**config.mk**
```make
export PLATFORM = sky130hd
export DESIGN_NAME = pc_sequencer
export DESIGN_NICKNAME = d
export VERILOG_FILES = /design/src/rtl/pc_sequencer.sv
export SDC_FILE = /design/constraint.sdc
export NUM_CORES = 1
export LEC_CHECK = 0
export CORE_ASPECT_RATIO = 0.6
export CORE_MARGIN = 2
export CORE_UTILIZATION = 40
export DETAILED_ROUTE_END_ITERATION = 6
export DONT_BUFFER_PORTS = 1
export GPL_ROUTABILITY_DRIVEN = 0
export PLACE_DENSITY_LB_ADDON = 0.15
export SYNTH_ARGS = -nofsm -noshare
export SYNTH_HDL_FRONTEND = slang
export SYNTH_SLANG_ARGS = --single-unit
```
**constraint.sdc**
```tcl
create_clock -name clk -period 3.6 [get_ports clk]
set_clock_uncertainty 0.15 [all_clocks]
set_input_delay 0.9 -clock clk [delete_from_list [all_inputs] [get_ports clk]]
set_output_delay 0.9 -clock clk [all_outputs]
set_load 0.1 [all_outputs]
```
**src/rtl/pc_sequencer.sv**
```systemverilog
// pc_sequencer: next-PC selection with return-address stack and RUN/HANDLER exception FSM
module pc_sequencer #(
  parameter int WIDTH = 32,
  parameter logic [WIDTH-1:0] RESET_VECTOR = '0,
  parameter logic [WIDTH-1:0] EXC_VECTOR = WIDTH'('h80),
  parameter int RAS_DEPTH = 4
) (
  input  logic             clk,
  input  logic             rst,
  input  logic             stall,
  input  logic             branch_en,
  input  logic [WIDTH-1:0] branch_target,
  input  logic             jump_en,
  input  logic [WIDTH-1:0] jump_target,
  input  logic             call,
  input  logic             ret,
  input  logic             exc,
  input  logic             eret,
  output logic [WIDTH-1:0] pc,
  output logic [WIDTH-1:0] pc_plus4,
  output logic [WIDTH-1:0] epc,
  output logic             in_handler,
  output logic             ras_empty,
  output logic             ras_full,
  output logic             ras_ovf,
  output logic             ras_unf
);
  localparam int PW = $clog2(RAS_DEPTH);
  typedef enum logic {RUN, HANDLER} state_t;
  state_t state;
  logic [WIDTH-1:0] ras [RAS_DEPTH];
  logic [PW-1:0] tp;
  logic [PW:0] cnt;
  logic [WIDTH-1:0] top, tgt, pc_next;
  logic adv, eret_take, has_tgt, misalign, take_exc, ok, pop, push;
  assign pc_plus4   = pc + WIDTH'(4);
  assign top        = ras[tp - PW'(1)];
  assign ras_empty  = cnt == '0;
  assign ras_full   = cnt == (PW+1)'(RAS_DEPTH);
  assign in_handler = state == HANDLER;
  assign adv        = !stall || exc;
  assign eret_take  = eret && state == HANDLER;
  assign tgt        = ret ? top : (call || jump_en) ? jump_target : branch_target;
  assign has_tgt    = ret ? !ras_empty : (call || jump_en || branch_en);
  assign misalign   = !eret_take && has_tgt && tgt[1:0] != 2'b00;
  assign take_exc   = exc || misalign;
  assign ok         = adv && !take_exc && !eret_take;
  assign pop        = ok && ret && !ras_empty;
  assign push       = ok && !ret && call;
  assign pc_next    = take_exc ? EXC_VECTOR : eret_take ? epc :
                      ret ? (ras_empty ? pc_plus4 : top) :
                      (call || jump_en) ? jump_target : branch_en ? branch_target : pc_plus4;
  // RAS storage: circular buffer, a push on a full stack overwrites the oldest entry
  always_ff @(posedge clk)
    if (push) ras[tp] <= pc_plus4;
  // PC, EPC, FSM, stack pointers and sticky flags
  always_ff @(posedge clk or negedge rst)
    if (!rst) begin
      pc      <= RESET_VECTOR;
      epc     <= '0;
      state   <= RUN;
      tp      <= '0;
      cnt     <= '0;
      ras_ovf <= 1'b0;
      ras_unf <= 1'b0;
    end else if (adv) begin
      pc <= pc_next;
      if (take_exc && state == RUN) epc <= pc;
      state <= take_exc ? HANDLER : eret_take ? RUN : state;
      if (pop) begin
        tp  <= tp - PW'(1);
        cnt <= cnt - (PW+1)'(1);
      end
      if (push) begin
        tp  <= tp + PW'(1);
        cnt <= ras_full ? cnt : cnt + (PW+1)'(1);
      end
      if (push && ras_full) ras_ovf <= 1'b1;
      if (ok && ret && ras_empty) ras_unf <= 1'b1;
    end
endmodule
```
==> impl_summary.md <==
Outcome
The flow ran to the end, but the final reports show violations. The checks that failed: setup timing.

Synth
The synthesized design contains 200 register bits. The number of different library cells in the post-synthesis netlist is 70. The post-synthesis net count is between 800 and 900. During synthesis, Yosys emitted a total of 0 warnings. A synthesized cell averages 12.55 um^2. Summing every instance area after synthesis gives 9841 um^2.

The synthesized design contains around 130 enable-type register cells. Sequential cells were found to cover 57.37% of the synthesized design area. For this run, the leading register cell type out of synthesis is edfxtp_1.

The cell count after synthesis came out at 784. The fraction of registers with async set/reset is 36.00%.

Finish
The core occupancy in the finished layout is 50.34%. Counting the fill cells in the layout gives between 2000 and 2500. The summed area of non-filler cells in the final layout is 12170 um^2. The area growth from synthesis to layout is 23.64%. The library cell used most frequently in the layout, excluding fill and tap cells, is edfxtp_1. The area taken by flip-flops and latches is 5708 um^2. The number of antenna diodes in the final layout is 0. In the final design database the tool counted 938 nets. The top cell types in the final layout, fill and taps aside, are edfxtp_1, buf_4, nand2_1. The share of final-layout standard cells stronger than drive strength 1 is 35.67%. Summing all multi-input logic gate instances after layout gives about 4300 um^2.

Route
For this block, the routed nets add up to 32.31 mm of wire. The routed wire length per instance is 27.06 um. The first detailed-routing pass took 5 iterations. The post-route antenna net violation count is 0. The detailed router finished its first iteration with 660 violations. The count of unresolved DRC violations after routing is 0. Dividing the detail-routed via count by the number of cells gives a little over 6. Summing over every cut layer, the via total after detailed routing is 7265.

Worst setup path
STA classifies the critical path endpoint as a primary output. The critical path class is reg2out. Data arrives at the worst endpoint at 2.56 ns. Data on the critical path is required at its endpoint by roughly 2.6 ns. The worst setup path is launched from a flip-flop. The maximum fanout count along the critical path is 5.

Clock tree
TritonCTS built the clock tree. Clock latency on the worst-skew pair, taken at its later pin, is around 0.45 ns. The number of buffers created by CTS is 17. The number of H-tree levels is 4. The buffer type at the clock tree root is clkbuf_16. The tree built by TritonCTS fans out to 200 sinks. The maximum clock path buffer count is 2. The clock slew seen by the registers of the worst setup and hold paths is 0.07 ns.

Run
The max capacitance violation total is 0.

Power and ir drop
The power density of the placed cells is 670.4 nW/um^2. The analysis attributes to cell leakage a power of 4.643 nW. VDD sags by at most between 0.3 and 0.4 mV.

Die
The initial utilization of the core area, before any placement, comes to 40.72%. The die outline area is roughly 26000 um^2. The horizontal extent of the die is 206.5 um. The die height is 125.5 um. The core region is ~24000 um^2. The I/O pin count is 174. The number of rows in the core area is 44.

Global routing
The initial antenna violation count is 0. The global routing usage summed across all routing layers is 25.10%. The first global-routing pass estimated 47.49 mm of wire. Entering global routing, the biggest net connects 73 pins. The via count of the first global-routing pass is between 7000 and 8000. After global routing the overflow that remains totals 0.

STA
The slew at the pin closest to its max-slew limit is 1.011 ns. The number of endpoints with negative hold slack in the final report is 0. Setup repair after global routing could not meet its margin everywhere.

The period utilization is 100.2%. Setup slack on the critical path of the routed design comes to -0.008958 ns. The setup-violating endpoint count in the final report is 1.

The number of pins exceeding their max-slew limit in the final report is 0. The worst path in the final design needs a cycle of between 3 and 4 ns, including I/O delays and setup. For this run, the top clock speed supported by timing is 277.1 MHz. The headroom to the max-slew limit is 32.58%.

Place
The post-placement cell area is 11280 um^2. Detailed placement finished with a half-perimeter wire length of 22.76 mm. Port buffering added 0 buffers.

Worst hold path
The worst hold path class is in2async.
routing by layer:
layer / wire [um] / vias to the layer above / share of wire, % / GRT usage (%)
met3: 2748 / 46 / 8.5 / 7.847
met5: 0 / - / 0 / 0
met1: 13640 / 3747 / 42 / 34.20
met2: 15300 / 327 / 47 / 38.82
met4: 616 / 0 / 1.9 / 6.975
li1: - / 3145 / - / -
final timing paths:
kind	start	end	slack (ns)	depth (start not counted)
worst max-delay path	pc[6]	pc_plus4[29]	-0.009	6
worst min-delay path	rst	epc[16]	0.17	1
worst max register to register	pc[2]	pc[12]	0.54	9
worst min register to register	cnt[2]	cnt[2]	0.39	1
max in group asynchronous	rst	pc[2]	2.73	1
min in group clk	exc	pc[0]	0.35	1
sequential cells by signal, indices dropped and copies added (netlist names):
signal / flops
in_handler: 1
ras: 128
cnt: 3
ras_ovf: 1
tp: 2
ras_unf: 1
epc: 32
pc: 32
power breakdown:
part | switching (mW) | internal [mW] | total (mW)
sequential | 0.844 | 2.64 | 3.49
clock | 0.922 | 0.898 | 1.82
combinational | 1.83 | 1.02 | 2.85
total | 3.60 | 4.56 | 8.16
logic make-up (layout without fill, tap and decap cells):
group	Yosys count	after routing	synth area share [%]
mux	70	70	11.37
simple gates	232	232	12.12
flops	200	200	57.37
buf+inv	75	163	4.107
fa+ha+maj	6	6	0.7629
xor+xnor	29	29	2.581
compound gates	172	172	11.70
worst max-delay path: stages, from the launching register on:
cell and delay [ns]:
dfrtp_4 0.43, nand4_4 0.12, or4_4 0.65, nor4_4 0.32, xnor2_2 0.20, clkinvlp_4 0.17, buf_6 0.21
synth_stat cells, types with 13 or more instances:
cell type | number | area, um^2
edfxtp_1 | 128 | 3844
inv_1 | 16 | 60.06
clkbuf_1 | 36 | 135.1
xor2_1 | 13 | 113.9
nor2_1 | 32 | 120.1
nand2_1 | 75 | 281.5
a21oi_1 | 33 | 165.2
xnor2_1 | 16 | 140.1
dfrtp_1 | 72 | 1802
mux2_2 | 34 | 382.9
o21ai_0 | 43 | 215.2
a211oi_1 | 15 | 112.6
mux4_2 | 30 | 675.7
nand3_1 | 32 | 160.2
and3_1 | 14 | 87.58
timing repair:
item,in CTS,in global routing
gates resized for setup,17,27
gates cloned,0,1
buffers inserted,0,11
hold buffers,1,0
pin swaps,0,10
setup endpoints to repair,18,20
endpoints found under the hold margin,72,0
cell type report:
cell class              count  share of cell area (%)
clock inverters            15                  0.9667
flip-flops and latches    200                   46.91
repair buffers            115                   9.204
well taps                 322                   3.311
multi-input cells         509                   35.49
inverters                  16                  0.6170
clock buffers              17                   3.496
per-stage QoR:
stage / instances / hold slack [ns] / setup slack [ns] / TNS (ns) / total power, mW
2_1_floorplan: 784 / 0.3405 / -0.1278 / -0.3465 / 5.592
3_3_place_gp: 1149 / 0.3593 / 0.1825 / 0 / 6.318
3_5_place_dp: 1149 / 0.3730 / 0.1879 / 0 / 6.338
4_1_cts: 1182 / 0.2043 / -0.01749 / -0.05272 / 8.184
5_1_grt: 1194 / 0.2050 / -0.09214 / -0.1590 / 8.482
6_report: 1194 / 0.1731 / -0.008958 / -0.008958 / 8.156
No activity file was read; power rests on OpenSTA's default activity.
